--- config.mk ---
export PLATFORM = sky130hd
export DESIGN_NAME = cacheline_adapter
export DESIGN_NICKNAME = d
export VERILOG_FILES = /design/src/rtl/cacheline_adapter.sv
export SDC_FILE = /design/constraint.sdc
export NUM_CORES = 1
export LEC_CHECK = 0
export ABC_AREA = 1
export BUFFER_PORTS_ARGS = -buffer_cell sky130_fd_sc_hd__buf_2
export CAP_MARGIN = 20
export CORE_AREA = 2 2 273 275
export CTS_CLUSTER_DIAMETER = 80
export DETAILED_ROUTE_END_ITERATION = 8
export DIE_AREA = 0 0 275 277
export PLACE_DENSITY = 0.54
export SLEW_MARGIN = 15
export SYNTH_ARGS = -nofsm -noshare
export SYNTH_HDL_FRONTEND = slang
export SYNTH_SLANG_ARGS = --single-unit
--- constraint.sdc ---
create_clock -name clk -period 3.2 [get_ports clk]
set_input_delay 0.16 -clock clk [delete_from_list [all_inputs] [get_ports clk]]
set_output_delay 0.16 -clock clk [all_outputs]
set_load 0.01 [all_outputs]
--- src/rtl/cacheline_adapter.sv ---
`default_nettype none
// cacheline_adapter: bridges a 256-bit cache line port to a 4-beat, 64-bit memory burst port.
// One transaction in flight. Read beats are assembled into line_rdata, which is valid on line_resp.
module cacheline_adapter #(
  parameter int ADDR_W = 32,
  parameter int LINE_W = 256,
  parameter int BEAT_W = 64
) (
  input  logic              clk,
  input  logic              rst,
  input  logic [ADDR_W-1:0] line_addr,
  input  logic              line_read,
  input  logic              line_write,
  input  logic [LINE_W-1:0] line_wdata,
  output logic [LINE_W-1:0] line_rdata,
  output logic              line_resp,
  output logic [ADDR_W-1:0] burst_addr,
  output logic              burst_read,
  output logic              burst_write,
  output logic [BEAT_W-1:0] burst_wdata,
  input  logic [BEAT_W-1:0] burst_rdata,
  input  logic              burst_resp
);

  localparam int BEATS  = LINE_W / BEAT_W;
  localparam int CNT_W  = $clog2(BEATS);
  localparam int OFFS_W = $clog2(LINE_W / 8);
  localparam logic [CNT_W-1:0] LAST_BEAT = CNT_W'(BEATS - 1);

  typedef enum logic [1:0] {
    IDLE = 2'd0,
    RD   = 2'd1,
    WR   = 2'd2,
    DONE = 2'd3
  } state_t;

  state_t              state;
  state_t              state_nxt;
  logic [CNT_W-1:0]    cnt;
  logic [CNT_W-1:0]    cnt_nxt;
  logic [ADDR_W-1:0]   addr_q;
  logic [LINE_W-1:0]   wbuf;
  logic                accept_rd;
  logic                accept_wr;
  logic                beat_done;

  // Offset bits within a line never reach the memory side.
  logic unused_offset_bits;
  assign unused_offset_bits = ^line_addr[OFFS_W-1:0];

  always_comb begin
    state_nxt = state;
    cnt_nxt   = cnt;
    accept_rd = 1'b0;
    accept_wr = 1'b0;
    beat_done = 1'b0;
    case (state)
      IDLE: begin
        // A read wins over a simultaneous write; the write is dropped.
        if (line_read) begin
          accept_rd = 1'b1;
          cnt_nxt   = '0;
          state_nxt = RD;
        end else if (line_write) begin
          accept_wr = 1'b1;
          cnt_nxt   = '0;
          state_nxt = WR;
        end
      end
      RD, WR: begin
        if (burst_resp) begin
          beat_done = 1'b1;
          if (cnt == LAST_BEAT) begin
            cnt_nxt   = '0;
            state_nxt = DONE;
          end else begin
            cnt_nxt = cnt + CNT_W'(1);
          end
        end
      end
      DONE: begin
        state_nxt = IDLE;
      end
      default: begin
        state_nxt = IDLE;
      end
    endcase
  end

  always_ff @(posedge clk or negedge rst) begin
    if (!rst) begin
      state      <= IDLE;
      cnt        <= '0;
      addr_q     <= '0;
      wbuf       <= '0;
      line_rdata <= '0;
    end else begin
      state <= state_nxt;
      cnt   <= cnt_nxt;
      if (accept_rd || accept_wr) begin
        addr_q <= {line_addr[ADDR_W-1:OFFS_W], {OFFS_W{1'b0}}};
      end
      if (accept_wr) begin
        wbuf <= line_wdata;
      end
      if (state == RD && beat_done) begin
        line_rdata[cnt*BEAT_W +: BEAT_W] <= burst_rdata;
      end
    end
  end

  always_comb begin
    line_resp   = 1'b0;
    burst_read  = 1'b0;
    burst_write = 1'b0;
    burst_addr  = '0;
    burst_wdata = '0;
    case (state)
      RD: begin
        burst_read = 1'b1;
        burst_addr = addr_q;
      end
      WR: begin
        burst_write = 1'b1;
        burst_addr  = addr_q;
        burst_wdata = wbuf[cnt*BEAT_W +: BEAT_W];
      end
      DONE: begin
        line_resp = 1'b1;
      end
      default: begin
      end
    endcase
  end

  always_ff @(posedge clk) begin
    if (rst && state == IDLE) begin
      assert (!(line_read && line_write))
        else $warning("cacheline_adapter: read and write requested together, write dropped");
    end
  end

endmodule
`default_nettype wire

-- Word level (Yosys, flattened, before mapping)
Index checks and enable logic that the tools add are counted.
- bits in registers: 543
- word-level logic and storage cells: 47
- equality and inequality tests: 7
- $add $sub $neg: 2
- shift-type cells: 3
- reductions and logical operators: 7
- muxes and demuxes: 23
- operators by type and width (cell ; number):
    256-bit bitwise mux ; 1
    64-bit by 34-bit variable shift with 256-bit output (first input constant) ; 1
    256-bit by 9-bit variable part select with 64-bit output ; 1
    64-bit by 34-bit variable part select with 256-bit output ; 1
    64-bit 2-to-1 mux ; 1
    8-bit negator with 34-bit output ; 1
    32-bit 2-to-1 mux ; 1
    2-bit 2-to-1 mux ; 8
    1-bit 2-to-1 mux ; 10
    2-bit equality test (second input constant) ; 3
    2-bit case mux with 3 select lines ; 1
    3-bit AND reduction ; 2
    2-bit by 1-bit != test with 1-bit output (second input constant) ; 2
    2-bit case mux with 2 select lines ; 1
    3-bit != test (second input constant) ; 1
    2-bit by 1-bit adder with 2-bit output (second input constant) ; 1
    2-bit by 1-bit equality test with 1-bit output (second input constant) ; 1
    2-bit zero test ; 1
    2-bit nonzero test ; 1
    2-bit OR reduction ; 1
    1-bit logical AND ; 1
    1-bit logical OR ; 1

-- Logic depth before layout (Yosys ltp)
Gate-level depths: netlist of the first run.
- depth in word-level cells: 4
- mapped depth: 12

-- Worst setup path before layout of the first run
OpenSTA, ideal clock, no wires.
- path type: register to register
- start: register cnt[0]
- end: register line_rdata[192]
- buffers on the path: 4
- setup slack: 1.181 ns
- cell stages (with the launch flop): 10
- required time: 3.117 ns
- arrival: 1.936 ns
- period minus slack after synthesis: 2.019 ns
- cell sequence: dfrtp_1 -> buf_4 -> inv_2 -> buf_2 -> buf_2 -> ha_1 -> nor2_1 -> nand3_1 -> clkbuf_1 -> o21ai_0
- word-level cells in the longest chain between the ends: 3
- RTL lines (what ; line ; RTL):
    start: declaration ; 39 ; logic [CNT_W-1:0] cnt;
    start signal: assignment ; 99 ; cnt <= cnt_nxt;
    8-bit negator with 34-bit output * ; 107 ; line_rdata[cnt*BEAT_W +: BEAT_W] <= burst_rdata;
    64-bit by 34-bit variable part select with 256-bit output or 64-bit by 34-bit variable shift with 256-bit output (tied branches) ; 107 ;
    256-bit bitwise mux * ; 107 ;
    end signal: indexed assignment ; 107 ;
    end: declaration ; 15 ; output logic [LINE_W-1:0] line_rdata,
Mark *: on every way between the ends. The rest lies on a longest branch, timed or not.
A chain may end at the register's enable or synchronous reset.

-- Worst setup path in the final report of the first run
- start: register cnt[1]
- end: output port burst_wdata[63]
- word-level cells in the longest chain between the ends: 2
- RTL lines (what ; line ; RTL):
    256-bit by 9-bit variable part select with 64-bit output ; 126 ; burst_wdata = wbuf[cnt*BEAT_W +: BEAT_W];
    64-bit 2-to-1 mux ; 118 ; case (state)
    end: declaration ; 20 ; output logic [BEAT_W-1:0] burst_wdata,
No other way between the ends.

==> impl_metrics.tcl, run 1 <==
set metrics [dict create \
    rows 100 \
    ant_nets 0 \
    cts_tree "built" \
    syn_avg_cell_area_um2 8.03 \
    io_pins 712 \
    globalRouteMet2Util_pct 38.1 \
    p_leak_nw 18.8 \
    die_h_um 277 \
    endpoint_kind "primary output" \
    route.detailed.drc 0 \
    clock-sinks 543 \
    synth_cell_types 24 \
    die_x_um 275 \
    start_kind "register" \
    antenna_found_initial 10 \
    final_max_slew_viol_count 0 \
    cts_buffers 60 \
    relSlewSlack_pct 30.2 \
    hold_path.class "input port to register" \
    ys_seq_area_share_pct 56.7 \
    top_usage_layer "met2" \
    fin_tns_setup_ns 0 \
    vias_per_cell 4.62 \
    post_cts_buffers 0 \
    drv_cap 0 \
    fmax_mhz 357 \
    nFillCells 7350 \
    final_common_cell "nand2_1" \
    rsz0062_at_grt "no" \
    grt_pass1_wl_mm 135 \
    vdd_drop_max_mv 0.728 \
    root_buffer "clkbuf_16" \
    final_cell_mix "nand2_1, buf_2, dfrtp_1" \
    slowest_stage "buf_4" \
    finalSetupViolations 0 \
    syn_area_um2 24000 \
    grt_pass1_vias 23353 \
    grt.overflow.total 0 \
    finalWirelength_mm 87.1 \
    power.density_nw_per_um2 807 \
    yosysTopAreaCell "dfrtp_1" \
    portBuffers 701 \
    dpl-instance-area_um2 28400 \
    use_met1_pct 28.0 \
    timing.rr.start "cnt[1]$_DFFE_PN0P_" \
    outcome "complete, no violations" \
    worstPathCellList "inv_2 > buf_4 > nand3_1 > a21oi_1 > buf_2" \
    synthCells 2984 \
    synth_area_leaders "dfrtp_1, nand2_1, a21oi_1, inv_1, nor2_1" \
    wire_per_inst_um 17.5 \
    cp_max_fo 64 \
    crit_arrival_ns 2.64 \
    slowest_delay_ns 0.72 \
    period_needed_ns 2.80 \
    critical-path-top-delay-family "buffers and inverters" \
    synth-edff-count 0 \
    yosysWarnings 0 \
    clock_latency_ns 0.61 \
    path_buf_inv 3 \
    fin_skew_ns 0.0179 \
    synth_top_area_share_pct 56.7 \
    first_pass_iters 5 \
    post-route-period-util_pct 87.6 \
    vias 23003 \
    start_util_pct 32.6 \
    min-delay-start "line_write" \
    async_flop_share_pct 100 \
    worst_ep_required_time_ns 3.04 \
    fin_area_um2 33900 \
    crit_start "cnt[1]$_DFFE_PN0P_" \
    first_iter_violations 1493 \
    crit_type "register to primary output" \
    p_total_w 0.0274 \
    place_congestion 0.884 \
    final-hold-violation-count 0 \
    clkTransAtPathRegs_ns 0.06 \
    area_growth_pct 41.5 \
    coreArea_um2 73600 \
    clock_path_buffers 3 \
    ys_seq_elements 543 \
    htreeDepth 2 \
    synth_ff_type "dfrtp_1" \
    drive_gt1_share_pct 21.6 \
    dieArea_um2 76200 \
    worst_pin_slew_ns 1.05 \
    grt_max_degree 129 \
    dp_hpwl_mm 57.8 \
    grt_util_met3_pct 5.42 \
    grt_use_total_pct 22.4 \
    nets 4327 \
]
## kinds of logic (layout without fill, tap and decap cells)
group / after synthesis / in the layout / synth area share (%)
and+or+nand+nor: 1374 / 1374 / 22.8
buffers and inverters: 578 / 1597 / 9.97
DFF: 543 / 543 / 56.7
AOI/OAI and AO/OA: 477 / 477 / 9.98
adders and majority gates: 11 / 11 / 0.574
other: 1 / 9 / 0.0156
## metrics by stage
stage          setup slack [ns]  std cells  hold WS (ns)  utilization, %
5_1_grt                   0.229       4980        0.0858            46.1
4_1_cts                   0.306       4976        0.0170            46.1
2_1_floorplan              1.18       2988        -0.136               -
6_report                  0.396       4980        0.0678            46.1
3_3_place_gp              0.779       4516         0.171            38.5
3_5_place_dp              0.809       4516         0.172            38.5
## per-layer routing
layer  vias to the layer above  share of wire [%]
li1                      11130                  -
met1                     10957                 42
met2                       748                 48
met3                       158                7.2
met4                        10                2.7
met5                         -              0.063
## synthesized netlist by cell type, types with 2 or more instances
| master | count |
|---|---|
| inv_2 | 5 |
| o21ai_0 | 143 |
| buf_4 | 11 |
| a21oi_1 | 320 |
| nand2_2 | 2 |
| ha_1 | 11 |
| clkbuf_1 | 61 |
| dfrtp_1 | 543 |
| nand3_1 | 197 |
| nor2_1 | 327 |
| nand3_2 | 2 |
| buf_1 | 10 |
| nand2_1 | 842 |
| buf_2 | 100 |
| o21ai_1 | 13 |
| inv_1 | 383 |
| buf_6 | 7 |
## worst min-delay path, cell delays in order
cell and delay (ns):
buf_2 0.13, nor2_1 0.05, nand2_1 0.13, nand3_1 0.10
nand2_1 0.06
## sequential cells by signal, indices dropped and copies added, names as in the netlist
register,cells
state,2
cnt,2
wbuf,256
line_rdata,256
addr_q,27
## worst paths after layout
kind | slack [ns] | end | cells past startpoint
max | 0.40 | burst_wdata[63] | 5
min | 0.07 | state[1]$_DFFE_PN0P_ | 5
max reg2reg | 0.84 | line_rdata[222]$_DFFE_PN0P_ | 6
min reg2reg | 0.47 | line_rdata[0]$_DFFE_PN0P_ | 2
max in group asynchronous | 2.03 | wbuf[198]$_DFFE_PN0P_ | 3
min in group asynchronous | 0.08 | line_rdata[21]$_DFFE_PN0P_ | 2
## what timing repair did
action                    4_1_cts  5_1_grt
resized for setup               0        0
hold endpoints to repair      612        0
hold buffers                  350        0
## power breakdown
part           internal (W)  switching (W)  total, W
sequential          0.00914       0.000809   0.00995
combinational       0.00354        0.00672    0.0103
clock               0.00429        0.00286   0.00716
total                0.0170         0.0104    0.0274
## layout make-up
| class | instances | area (um^2) | share of cell area [%] |
|---|---|---|---|
| clock buffers | 94 | 1830 | 5.40 |
| multi-input cells | 1867 | 8030 | 23.7 |
| clock inverters | 16 | 205 | 0.605 |
| well taps | 969 | 1210 | 3.58 |
| repair buffers | 1099 | 7570 | 22.3 |
| inverters | 388 | 1460 | 4.30 |
| diodes | 4 | 10.0 | 0.0295 |
| flip-flops and latches | 543 | 13600 | 40.1 |
Note: power is estimated with default switching activity, not from simulation.
==> run 2, diff against run 1 <==
--- a/config.mk
+++ b/config.mk
@@ -8,11 +8,11 @@
 export ABC_AREA = 1
 export BUFFER_PORTS_ARGS = -buffer_cell sky130_fd_sc_hd__buf_2
 export CAP_MARGIN = 20
-export CORE_AREA = 2 2 273 275
+export CORE_AREA = 2 2 281 283
 export CTS_CLUSTER_DIAMETER = 80
 export DETAILED_ROUTE_END_ITERATION = 8
-export DIE_AREA = 0 0 275 277
-export PLACE_DENSITY = 0.54
+export DIE_AREA = 0 0 283 285
+export PLACE_DENSITY = 0.51
 export SLEW_MARGIN = 15
 export SYNTH_ARGS = -nofsm -noshare
 export SYNTH_HDL_FRONTEND = slang
==> impl_metrics.tcl, run 2 (same netlist as run 1, synthesis figures left out) <==
set metrics [dict create \
    period_needed_ns 2.69 \
    clkTransAtPathRegs_ns 0.06 \
    vdd_drop_max_mv 0.662 \
    nFillCells 7942 \
    start_kind "register" \
    power.density_nw_per_um2 806 \
    grt_pass1_vias 23083 \
    whs_ns 0.0671 \
    fin_skew_ns 0.0149 \
    fin_tns_setup_ns 0 \
    grt.overflow.total 0 \
    dp_hpwl_mm 57.8 \
    clock_path_buffers 3 \
    dieArea_um2 80700 \
    place_congestion 0.829 \
    vias 22850 \
    grt_use_total_pct 21.2 \
    clock-sinks 543 \
    final_cell_mix "nand2_1, buf_2, dfrtp_1" \
    pre_cts_ws_ns 0.888 \
    post-route-period-util_pct 84.2 \
    rows 103 \
    endpoint_kind "primary output" \
    p_clk_share_pct 26.1 \
    grt_pass1_wl_mm 136 \
    p_leak_nw 18.9 \
    cp_max_fo 128 \
    crit_type "register to primary output" \
    wire_per_inst_um 17.3 \
    htreeDepth 2 \
    worst_ep_required_time_ns 3.04 \
    final-hold-violation-count 0 \
    outcome "complete, no violations" \
    largest_registers "line_rdata: 256 flops, wbuf: 256 flops, addr_q: 27 flops" \
    drive_gt1_share_pct 21.6 \
    p_total_w 0.0275 \
    finalWirelength_mm 87.4 \
    fmax_mhz 371 \
    power.internal_w 0.0170 \
    route.detailed.drc 0 \
    worstPathCellList "inv_4 > buf_12 > nand2_1 > nand3_1 > a21oi_1 > buf_2" \
    root_buffer "clkbuf_16" \
    coreArea_um2 78000 \
    first_iter_violations 1180 \
    final_max_slew_viol_count 0 \
    nets 4332 \
    pwr-share-seq_pct 36.3 \
    die_h_um 285 \
    post_cts_buffers 0 \
    portBuffers 701 \
    finalSetupViolations 0 \
    grt_max_degree 130 \
    start_util_pct 30.7 \
    relSlewSlack_pct 32.1 \
    reg2regPathDepth 6 \
    crit_arrival_ns 2.53 \
    drv_cap 0 \
    worst_pin_slew_ns 1.02 \
    final_common_cell "nand2_1" \
    slowest_delay_ns 0.46 \
    cts_buffers 61 \
    p_comb_share_pct 37.6 \
    io_pins 712 \
    reg2reg_slack_ns 0.89 \
    slowest_stage "dfrtp_4" \
    antenna_found_initial 14 \
    switching_share_pct 38.1 \
    cts_tree "built" \
    first_pass_iters 7 \
    hold_buffers 350 \
    die_x_um 283 \
    area_growth_pct 42.3 \
    clock_latency_ns 0.61 \
    setup_ws_ns 0.507 \
    power.switching_w 0.0105 \
    rsz0062_at_grt "no" \
    hold_path_depth 5 \
    hold_path.class "input port to register" \
    ant_nets 0 \
    cts_resized 0 \
    vias_per_cell 4.51 \
]
[run 2: cell types whose count changed in the layout (fill, tap and decap cells not counted)]
cell / previous run / this run
buf_12: 15 / 19
diode_2: 4 / 7
clkbuf_8: 18 / 17
clkinvlp_4: 0 / 1
inv_8: 0 / 1
clkinv_2: 11 / 7
inv_6: 0 / 1
clkbuf_16: 61 / 63
bufinv_16: 5 / 4
[run 2: final timing paths]
| kind | startpoint | to |
|---|---|---|
| max | cnt[0]$_DFFE_PN0P_ | burst_wdata[27] |
| min | line_write | cnt[0]$_DFFE_PN0P_ |
| max reg2reg | state[1]$_DFFE_PN0P_ | wbuf[189]$_DFFE_PN0P_ |
| min reg2reg | line_rdata[29]$_DFFE_PN0P_ | line_rdata[29]$_DFFE_PN0P_ |
| max in group asynchronous | rst | wbuf[78]$_DFFE_PN0P_ |
| min in group asynchronous | rst | line_rdata[168]$_DFFE_PN0P_ |
[run 2: critical path, delay by kind of cell (launching register included)]
| family | cells | cell delay [ns] |
|---|---|---|
| AND/OR/NAND/NOR | 2 | 0.32 |
| buffers and inverters | 3 | 0.49 |
| AO/OA/AOI/OAI | 1 | 0.41 |
| flip-flops | 1 | 0.46 |
[run 2: cell type report]
type	instances	area, um^2	area share, %
inverter	388	1460	4.28
clock inverter	14	183	0.536
multi-input combinational	1867	8030	23.5
antenna	7	17.5	0.0514
timing repair buffer	1103	7650	22.4
sequential	543	13600	39.9
tap	1050	1310	3.85
clock buffer	95	1870	5.47
[run 2: stage by stage]
stage          utilization, %  area (um^2)  std cells
6_report                 43.7        34100       5067
3_5_place_dp             36.6        28500       4601
5_1_grt                  43.7        34100       5067
4_1_cts                  43.7        34100       5060
2_1_floorplan               -        24000       2988
3_3_place_gp             36.6        28500       4601
[run 2: power groups by stage]
stage / combinational (W) / sequential [W] / clock (W)
finish: 0.0103 / 0.00996 / 0.00718
CTS: 0.0104 / 0.00995 / 0.00735
detailed placement: 0.0100 / 0.0101 / 0
global placement: 0.00998 / 0.0100 / 0
floorplan: 0.00595 / 0.0102 / 0
global route: 0.0116 / 0.0102 / 0.00763
[run 2: routing by layer]
layer	vias up	GRT usage, %	part of all wire (%)
met5	-	0	0.098
met4	14	6.16	2.8
met3	155	4.94	6.6
met2	717	35.7	48
met1	10835	27.2	43
li1	11129	-	-
==> run 3, diff against run 2 <==
==> constraint.sdc (replaced) <==
create_clock -name clk -period 2.8 [get_ports clk]
set_input_delay 0.14 -clock clk [delete_from_list [all_inputs] [get_ports clk]]
set_output_delay 0.14 -clock clk [all_outputs]
set_load 0.01 [all_outputs]
==> impl_metrics.tcl, run 3 (same netlist as run 1, synthesis figures left out) <==
set metrics [dict create \
    p_leak_nw 19.0 \
    die_h_um 285 \
    grt_use_total_pct 21.6 \
    fin_tns_setup_ns 0 \
    htreeDepth 3 \
    dp_hpwl_mm 59.7 \
    crit_type "register to primary output" \
    worstPathCellList "inv_4 > buf_12 > nand2_1 > nand3_1 > a21oi_2 > buf_2" \
    fin_skew_ns 0.0265 \
    start_kind "register" \
    drive_gt1_share_pct 21.9 \
    endpoint_kind "primary output" \
    ant_nets 0 \
    worst_ep_required_time_ns 2.66 \
    portBuffers 701 \
    pre_cts_ws_ns 0.485 \
    slowest_stage "dfrtp_4" \
    dieArea_um2 80700 \
    vias 23197 \
    period_needed_ns 2.61 \
    relSlewSlack_pct 42.1 \
    hold_path.class "input port to register" \
    grt_max_degree 105 \
    finalSetupViolations 0 \
    antenna_found_initial 12 \
    cp_max_fo 97 \
    coreArea_um2 78000 \
    route.detailed.drc 0 \
    finalWirelength_mm 88.5 \
    final_max_slew_viol_count 0 \
    setup_ws_ns 0.193 \
    rsz0062_at_grt "no" \
    p_total_w 0.0315 \
    area_growth_pct 43.0 \
    clock_path_buffers 3 \
    cts_buffers 66 \
    place_congestion 0.861 \
    clock-sinks 543 \
    clock_latency_ns 0.59 \
    first_pass_iters 5 \
    fin_area_um2 34300 \
    first_iter_violations 1386 \
    post-route-period-util_pct 93.1 \
    die_x_um 283 \
    drv_cap 0 \
    root_buffer "clkbuf_16" \
    layoutNonFillerInstCount 5079 \
    place_inst 4616 \
    grt_pass1_wl_mm 137 \
    largest_registers "line_rdata: 256 flops, wbuf: 256 flops, addr_q: 27 flops" \
    final_cell_mix "nand2_1, buf_2, dfrtp_1" \
    cts_tree "built" \
    rows 103 \
    slowest_delay_ns 0.61 \
    wire_per_inst_um 17.4 \
    vias_per_cell 4.57 \
    power.density_nw_per_um2 919 \
    outcome "complete, no violations" \
    grt.overflow.total 0 \
    start_util_pct 30.7 \
    crit_arrival_ns 2.47 \
    fmax_mhz 384 \
    nets 4352 \
    reg2reg_slack_ns 0.47 \
    grt_pass1_vias 23256 \
    final_common_cell "nand2_1" \
    clkTransAtPathRegs_ns 0.06 \
    dpl-instance-area_um2 28700 \
    final-hold-violation-count 0 \
    worst_pin_slew_ns 0.869 \
    post_cts_buffers 0 \
    vdd_drop_max_mv 0.522 \
    io_pins 712 \
]
==> run 3: cell type report <==
type | count | area (um^2)
antenna | 5 | 12.5
clock buffer | 96 | 1930
clock inverter | 12 | 106
fill | 7844 | 43700
inverter | 388 | 1460
multi-input combinational | 1867 | 8030
sequential | 543 | 13600
tap | 1050 | 1310
timing repair buffer | 1118 | 7830
==> run 3: repair_timing <==
item | CTS | global route
setup endpoints to repair | 0 | 1
hold buffers | 350 | 0
gates resized for setup | 0 | 1
hold endpoints to repair | 708 | 0
==> run 3: worst paths after layout <==
kind,cells past startpoint,start,end
hold reg to reg,2,line_rdata[60]$_DFFE_PN0P_,line_rdata[60]$_DFFE_PN0P_
setup reg to reg,6,cnt[0]$_DFFE_PN0P_,line_rdata[209]$_DFFE_PN0P_
max in group asynchronous,4,rst,line_rdata[182]$_DFFE_PN0P_
min in group asynchronous,2,rst,line_rdata[168]$_DFFE_PN0P_
setup / recovery,6,cnt[0]$_DFFE_PN0P_,burst_wdata[25]
hold / removal,5,line_write,state[1]$_DFFE_PN0P_
==> run 3: per-layer routing <==
metal	vias to the layer above	wire length (um)	track usage, %
met5	-	65	0
met4	12	2290	6.69
met3	143	5780	4.95
met2	750	42100	35.9
met1	11103	38200	28.0
li1	11189	-	-
==> run 3: per-stage QoR <==
step | hold slack [ns] | util, %
after floorplan | -0.156 | -
after CTS | 0.0140 | 43.9
final | 0.0657 | 43.9
after detailed placement | 0.127 | 36.8
after global placement | 0.126 | 36.8
after global routing | 0.0974 | 43.9
==> run 3: power breakdown <==
group          internal [W]  switching [W]
combinational       0.00417        0.00772
clock               0.00484        0.00338
sequential           0.0105       0.000938
total                0.0195         0.0120
==> run 3: critical path, delay by kind of cell (launching register included) <==
family                 cells  cell delay [ns]
DFF                        1             0.61
buffers and inverters      3             0.52
and+or+nand+nor            2             0.34
AOI/OAI and AO/OA          1             0.30
